File: config.mk
export PLATFORM = sky130hd
export DESIGN_NAME = conv_output_streamer_flat
export DESIGN_NICKNAME = d
export VERILOG_FILES = /design/src/rtl/conv_output_streamer_if.sv /design/src/rtl/conv_output_streamer.sv /design/src/flat_wrapper.sv
export SDC_FILE = /design/constraint.sdc
export NUM_CORES = 2
export LEC_CHECK = 0
export CAP_MARGIN = 40
export CORE_AREA = 2 2 767 769
export CTS_BUF_LIST = sky130_fd_sc_hd__clkbuf_8
export DETAILED_ROUTE_END_ITERATION = 10
export DIE_AREA = 0 0 769 771
export HOLD_SLACK_MARGIN = 0.03
export PLACE_DENSITY_LB_ADDON = 0.12
export SLEW_MARGIN = 20
export SYNTH_ARGS = -nofsm -noshare
export SYNTH_HDL_FRONTEND = slang
export SYNTH_SLANG_ARGS = --single-unit
export TNS_END_PERCENT = 20
File: constraint.sdc
create_clock -name clk -period 3.22 [get_ports clk]
set_clock_uncertainty 0.15 [all_clocks]
set_input_delay 0.966 -clock clk [delete_from_list [all_inputs] [get_ports clk]]
set_output_delay 0.966 -clock clk [all_outputs]
set_load 0.05 [all_outputs]
File: src/rtl/conv_output_streamer_if.sv
`default_nettype none
// ============================================================================
// Module  : conv_output_streamer_if
// Brief   : Word-stream bus (data/valid/ready/last) between the convolution
//           output streamer and its narrow consumer.
// Revision: 1.0 - initial release
// ============================================================================
interface conv_output_streamer_if #(
  parameter int DATA_WIDTH = 16
);
  logic [DATA_WIDTH-1:0] outData;
  logic                  outValid;
  logic                  outReady;
  logic                  outLast;

  modport master (output outData, output outValid, output outLast, input outReady);
  modport slave  (input outData, input outValid, input outLast, output outReady);
endinterface
`default_nettype wire

File: src/rtl/conv_output_streamer.sv
`default_nettype none
// ============================================================================
// Module  : conv_output_streamer
// Brief   : Snapshots the flat DEPTH x DATA_WIDTH convolution result on a
//           load strobe and streams it one word per handshake.
//           Optional feature macro: STREAM_CHECKSUM_EN appends a modulo
//           2^DATA_WIDTH sum of the frame as a trailing word.
// Revision: 1.0 - initial release
// ============================================================================
module conv_output_streamer #(
  parameter int DATA_WIDTH = 16,
  parameter int DEPTH      = 120
) (
  input  logic                        clk,
  input  logic                        reset,
  input  logic [DEPTH*DATA_WIDTH-1:0] convIn,
  input  logic                        load,
  conv_output_streamer_if.master      strm,
  output logic                        busy,
  output logic                        overrun
);

  localparam int              IDX_W    = (DEPTH > 1) ? $clog2(DEPTH) : 1;
  localparam logic [IDX_W-1:0] LAST_IDX = IDX_W'(DEPTH - 1);

`ifdef STREAM_CHECKSUM_EN
  typedef enum logic [1:0] {IDLE = 2'd0, STREAM = 2'd1, SUM = 2'd2} state_t;
`else
  typedef enum logic [1:0] {IDLE = 2'd0, STREAM = 2'd1} state_t;
`endif

  state_t                              state;
  state_t                              state_nxt;
  logic [IDX_W-1:0]                    idx;
  logic [DEPTH-1:0][DATA_WIDTH-1:0]    shadow;
  logic                                hs;
  logic                                at_last;
  logic                                capture;
  logic                                advance;
  logic                                load_ignored;
`ifdef STREAM_CHECKSUM_EN
  logic [DATA_WIDTH-1:0]               acc;
`endif

  // Handshake qualifier derived from registered state so valid never depends on ready
  assign hs      = (state != IDLE) && strm.outReady;
  assign at_last = (idx == LAST_IDX);
  assign busy    = (state != IDLE);

  // State register
  always_ff @(posedge clk or negedge reset) begin
    if (!reset) state <= IDLE;
    else        state <= state_nxt;
  end

  // Next-state decode and stream outputs
  always_comb begin
    state_nxt     = state;
    capture       = 1'b0;
    advance       = 1'b0;
    load_ignored  = 1'b0;
    strm.outData  = '0;
    strm.outValid = 1'b0;
    strm.outLast  = 1'b0;
    unique case (state)
      IDLE: begin
        if (load) begin
          capture   = 1'b1;
          state_nxt = STREAM;
        end
      end
      STREAM: begin
        strm.outData  = shadow[idx];
        strm.outValid = 1'b1;
`ifndef STREAM_CHECKSUM_EN
        strm.outLast  = at_last;
`endif
        if (hs) begin
          if (at_last) begin
`ifdef STREAM_CHECKSUM_EN
            state_nxt = SUM;
`else
            // A load coinciding with the final handshake starts the next frame seamlessly
            if (load) capture = 1'b1;
            else      state_nxt = IDLE;
`endif
          end else begin
            advance = 1'b1;
          end
        end
        if (load && !capture) load_ignored = 1'b1;
      end
`ifdef STREAM_CHECKSUM_EN
      SUM: begin
        strm.outData  = acc;
        strm.outValid = 1'b1;
        strm.outLast  = 1'b1;
        if (hs) begin
          if (load) begin
            capture   = 1'b1;
            state_nxt = STREAM;
          end else begin
            state_nxt = IDLE;
          end
        end
        if (load && !capture) load_ignored = 1'b1;
      end
`endif
      default: state_nxt = IDLE;
    endcase
  end

  // Shadow capture, word index and sticky overrun flag
  always_ff @(posedge clk or negedge reset) begin
    if (!reset) begin
      shadow  <= '0;
      idx     <= '0;
      overrun <= 1'b0;
    end else begin
      if (capture) begin
        shadow <= convIn;
        idx    <= '0;
      end else if (advance) begin
        idx <= idx + 1'b1;
      end
      if (load_ignored) overrun <= 1'b1;
    end
  end

`ifdef STREAM_CHECKSUM_EN
  // Running sum of every word accepted during STREAM, restarted on each capture
  always_ff @(posedge clk or negedge reset) begin
    if (!reset)                        acc <= '0;
    else if (capture)                  acc <= '0;
    else if (hs && (state == STREAM))  acc <= acc + shadow[idx];
  end
`endif

endmodule
`default_nettype wire

File: src/flat_wrapper.sv
// flat-port wrapper written by rule: the top's interface ports become plain ports
module conv_output_streamer_flat 
#(
  parameter int DATA_WIDTH = 16,
  parameter int DEPTH      = 120
)
  (clk, reset, convIn, load, busy, overrun, strm_outData, strm_outValid, strm_outLast, strm_outReady);
  conv_output_streamer_if #(.DATA_WIDTH(DATA_WIDTH)) strm_i ();
  input  logic clk;
  input  logic reset;
  input  logic [DEPTH*DATA_WIDTH-1:0] convIn;
  input  logic load;
  output logic busy;
  output logic overrun;
  output wire logic [$bits(strm_i.outData)-1:0] strm_outData;
  output wire logic [$bits(strm_i.outValid)-1:0] strm_outValid;
  output wire logic [$bits(strm_i.outLast)-1:0] strm_outLast;
  input wire logic [$bits(strm_i.outReady)-1:0] strm_outReady;
  assign strm_outData = strm_i.outData;
  assign strm_outValid = strm_i.outValid;
  assign strm_outLast = strm_i.outLast;
  assign strm_i.outReady = strm_outReady;
  conv_output_streamer #(.DATA_WIDTH(DATA_WIDTH), .DEPTH(DEPTH)) u_core (.clk(clk), .reset(reset), .convIn(convIn), .load(load), .strm(strm_i), .busy(busy), .overrun(overrun));
endmodule
# Yosys cells after proc, flatten, opt, wreduce, memory -nomap -nowiden
# Index checks and enable logic that the tools add are counted.
[totals]
register_bits = 1930
input_bits = 1924
out_inout_bits = 20
word_cells = 160
[op_classes]
n_addsub = 1
order_cmp = 1
n_eq_ne = 6
n_mux = 22
n_reduce_logical = 7
[ops]
columns = ["op", "n"]
rows = [
  ["16-bit binary-select mux with 7-bit select", 1],
  ["16-bit two-way mux", 2],
  ["7-bit two-way mux", 2],
  ["1-bit two-way mux", 11],
  ["7-bit by 8-bit less-than comparator with 1-bit output, second input constant", 1],
  ["2-bit two-way mux", 4],
  ["7-bit by 1-bit adder with 7-bit output, second input constant", 1],
  ["7-bit == test, second input constant", 1],
  ["2-bit by 1-bit != test with 1-bit output, second input constant", 2],
  ["2-bit != test, second input constant", 2],
  ["2-bit case mux with 2 select lines", 1],
  ["4-bit AND reduction", 1],
  ["2-bit nonzero test", 2],
  ["2-bit by 1-bit == test with 1-bit output, second input constant", 1],
  ["1-bit logical AND", 2],
  ["2-bit zero test", 1],
  ["1-bit case mux with 2 select lines", 1],
  ["1-bit zero test", 1],
]

# Longest topological paths before layout
[logic_depth]
ltp_word = 8
ltp_mapped = 10
mapped_depth_nobuf = 5

# Worst setup path after synthesis
# Ideal clock, no wire load.
[synth_path]
kind = "reg-to-output"
start = "register u_core.idx[1]"
end = "output port strm_outData[6]"
arrival_time_ns = 2.662
required_ns = 2.104
path_slack_ns = -0.558
stages_incl_launch_ff = 9
path_buffers = 4
path_cell_list = "dfrtp_1 buf_2 buf_2 buf_2 nor3b_2 clkbuf_1 a221oi_1 a311oi_1 a2bb2oi_1"
[synth_between]
elab_chain_len = 3
[synth_lines]
columns = ["item", "line", "rtl"]
rows = [
  ["from (decl)", "conv_output_streamer.sv:34", "logic [IDX_W-1:0] idx;"],
  ["from (signal assigned)", "conv_output_streamer.sv:124", "idx <= idx + 1'b1;"],
  ["16-bit binary-select mux with 7-bit select", "conv_output_streamer.sv:73", "strm.outData = shadow[idx];"],
  ["16-bit two-way mux (implied by the code)", "conv_output_streamer.sv:73", ""],
  ["16-bit two-way mux", "conv_output_streamer.sv:65", "unique case (state)"],
  ["to (decl)", "flat_wrapper.sv:15", "output wire logic [$bits(strm_i.outData)-1:0] strm_outData;"],
]
# Every way passes these cells. The select of a mux whose other input is x is not followed.

# Worst setup path in the final report
[layout_path]
start = "register u_core.idx[0]"
end = "output port strm_outData[2]"
# The elaborated chain is that of the path after synthesis.

==> impl_metrics.toml <==
[finish]
instances_no_fill = 16592
stdcell_area_um2 = 137300
drive_gt1_share_pct = 47.48
area_delta_synth_final_pct = 56.81
fin_nets = 10337

[critical_path]
crit_chain = "buf_12, buf_16, buf_16, buf_6, mux4_2, a22oi_2, nand3_2, nand3_4, buf_12, a2bb2oi_4, buf_12"
cp_slowest_cell = "a22oi_2"
crit_arrival_ns = 4.40
path_common_cell = "buf_12"
worst-path-max-fanout = 8
worst-setup-path-type = "register to output port"
cp.required_ns = 2.10
cp-start-kind = "register"
crit_path_max_incr_delay_ns = 0.57
end_kind = "output port"

[synth]
synth_area_leaders = "dfrtp_1 (55%), mux2_2 (24%), mux4_2 (10%), mux2i_1 (2.0%), buf_6 (1.8%)"
synth_edf_count = 0
syn_avg_cell_area_um2 = 16.31
seq_area_frac_synth_pct = 55.11
synth_fp_nets = 7296
synth_cells = 5371
synth_top_area_cell = "dfrtp_1"
syn-cell-area_um2 = 87590
synth-async-reset-ratio_pct = 100.0
ys_seq_elements = 1929
synth_cell_type_count = 61
yosys_warnings = 0
synth-main-ff-cell = "dfrtp_1"
synth_top_area_share_pct = 55.11

[floorplan]
fp.dieH_um = 771
core.rowCount = 281
fp.coreArea_um2 = 584300
fp.dieArea_um2 = 592900
dieWidth_um = 769
initial_core_util_pct = 14.99
boundaryPins = 1944

[global_route]
grt_start_max_net_pins = 121
grt_pass1_vias = 69373
antenna_found_initial = 473
grt_pass1_wl_mm = 704.5
grt_overflow = 0
grt_use_total_pct = 17.88

[sta]
max_freq_ghz = 0.1814
hold_viol_final = 0
setup_viol = 1946
drv_slew = 0
setup_ws_ns = -2.293
slew_headroom_pct = 40.20
rsz0062_at_grt = "yes"
tightest_slew_ns = 0.8969
final.min_clock_period_ns = 5.513
finalSetupTns_ns = -1950.22
period_share_pct = 171.2
whs_ns = 0.2483

[outcome]
outcome = "finished with violations"
violations = "setup timing"

[power_and_ir_drop]
finalPower_uw = 104000
peakVddDrop_mv = 0.3987
p_leak_uw = 0.05648
power_density_nw_per_um2 = 757.0

[routing]
drtIter0Drc = 3348
drc = 0
num_vias = 63923
drt.antenna.violating_nets = 0
first_pass_iters = 5
totalWireLength_mm = 556.2
viasPerCell = 3.853
routedWlPerCell_um = 33.52

[clock_network]
cts_tree = "built"
cts_inserted_buffers = 401
cts_root_buf = "clkbuf_8"
clk_pin_slew_ns = 0.06
clock_latency_ns = 1.14
clock_sinks = 1929
htreeDepth = 5
clockBufferDepth = 4

[job]
cap_violations = 0

[placement]
portBuffers = 1943
place_inst = 15581
place_congestion = 0.8149
place_area_um2 = 123600
dp_hpwl_mm = 449.1

[hold_path]
hp-class = "primary input to register"
[final timing paths]
path	startpoint	end	slack, ns	depth (start not counted)
max reg2reg	u_core.idx[2]	u_core.shadow[1165]	-1.21	26
max in group asynchronous	reset	u_core.shadow[388]	1.26	4
min	convIn[1175]	u_core.shadow[1175]	0.25	2
min in group asynchronous	reset	u_core.shadow[1556]	0.51	3
max	u_core.idx[0]	strm_outData[2]	-2.29	11
min reg2reg	u_core.shadow[1181]	u_core.shadow[1181]	0.33	1
[through the flow]
step,utilization [%],worst slack [ns]
5_1_grt,23.47,-2.486
3_3_place_gp,21.13,-2.532
2_1_floorplan,-,-0.07907
6_report,23.50,-2.293
4_1_cts,23.01,-2.614
3_5_place_dp,21.14,-2.023
[state kept, by name, summed over array words and instances (netlist names)]
register / count
u_core.idx: 7
u_core.overrun: 1
u_core.shadow: 1920
u_core.state: 1
[power by group]
part | total, uW | switching (uW) | internal, uW
Clock | 27300 | 12600 | 14700
Sequential | 29200 | 2040 | 27200
Combinational | 47500 | 25300 | 22200
[final cells by class]
type | count | area [um2]
fill | 61597 | 447000
sequential | 1929 | 48290
multi-input combinational | 3040 | 37990
timing repair buffer | 3039 | 32900
tap | 7782 | 9737
clock buffer | 498 | 6854
clock inverter | 206 | 1321
antenna | 97 | 242.7
inverter | 1 | 3.754
[critical path, delay by kind of cell (launching register included)]
family,cells,cell delay [ns]
buf+inv,6,0.95
simple gates,2,0.49
mux,1,0.53
flops,1,0.47
compound gates,2,0.69
[metal layers]
layer  share of wire, %  vias to the layer above  global-route usage (%)
met2                 48                     2528                   30.68
met3                6.7                     1109                   4.983
met1                 42                    33312                   22.27
li1                   -                    26730                       -
met5               0.28                        -                       0
met4                2.8                      244                   3.953
[Yosys cell counts, types with 26 or more instances]
master    number
mux2_2      1853
nand3_1       32
o22ai_1       29
clkbuf_1      57
buf_4         29
mux2i_1      175
a22oi_1       79
dfrtp_1     1929
nand2_1       47
buf_6        142
a22o_1        39
nor2_1        26
o221ai_1      39
a21oi_1       42
mux2_1       104
buf_2        151
mux4_2       397
[logic make-up (layout without fill, tap and decap cells)]
| group | count (synthesis) | count (layout) | share of synthesized area [%] |
|---|---|---|---|
| other | 0 | 97 | 0 |
| adders and majority gates | 1 | 1 | 0.01428 |
| muxes | 2529 | 2529 | 37.37 |
| buffers and inverters | 402 | 3744 | 3.530 |
| and+or+nand+nor | 170 | 170 | 0.9914 |
| DFF | 1929 | 1929 | 55.11 |
| AOI/OAI and AO/OA | 334 | 334 | 2.927 |
| xor gates and xnor gates | 6 | 6 | 0.06000 |
[placed cells by master (no fill, tap or decap), types with 35 or more instances in the layout]
| cell | instances |
|---|---|
| a22oi_1 | 45 |
| mux2i_1 | 164 |
| diode_2 | 97 |
| mux2_4 | 60 |
| inv_1 | 144 |
| buf_4 | 665 |
| buf_6 | 100 |
| a22o_1 | 35 |
| clkbuf_8 | 498 |
| nand2_1 | 44 |
| dfrtp_1 | 1921 |
| buf_12 | 230 |
| mux2_2 | 1807 |
| mux4_2 | 397 |
| mux2_1 | 90 |
| clkdlybuf4s50_1 | 1922 |
| buf_16 | 54 |
[timing repair]
action / CTS / global route
endpoints found under the hold margin: 791 / 0
gates resized for setup: 277 / 246
cloned: 29 / 37
setup endpoints to repair: 1945 / 1938
pin swaps: 23 / 59
hold buffers: 10 / 0
setup buffers: 56 / 100
Power figures use the tool's default switching activity.
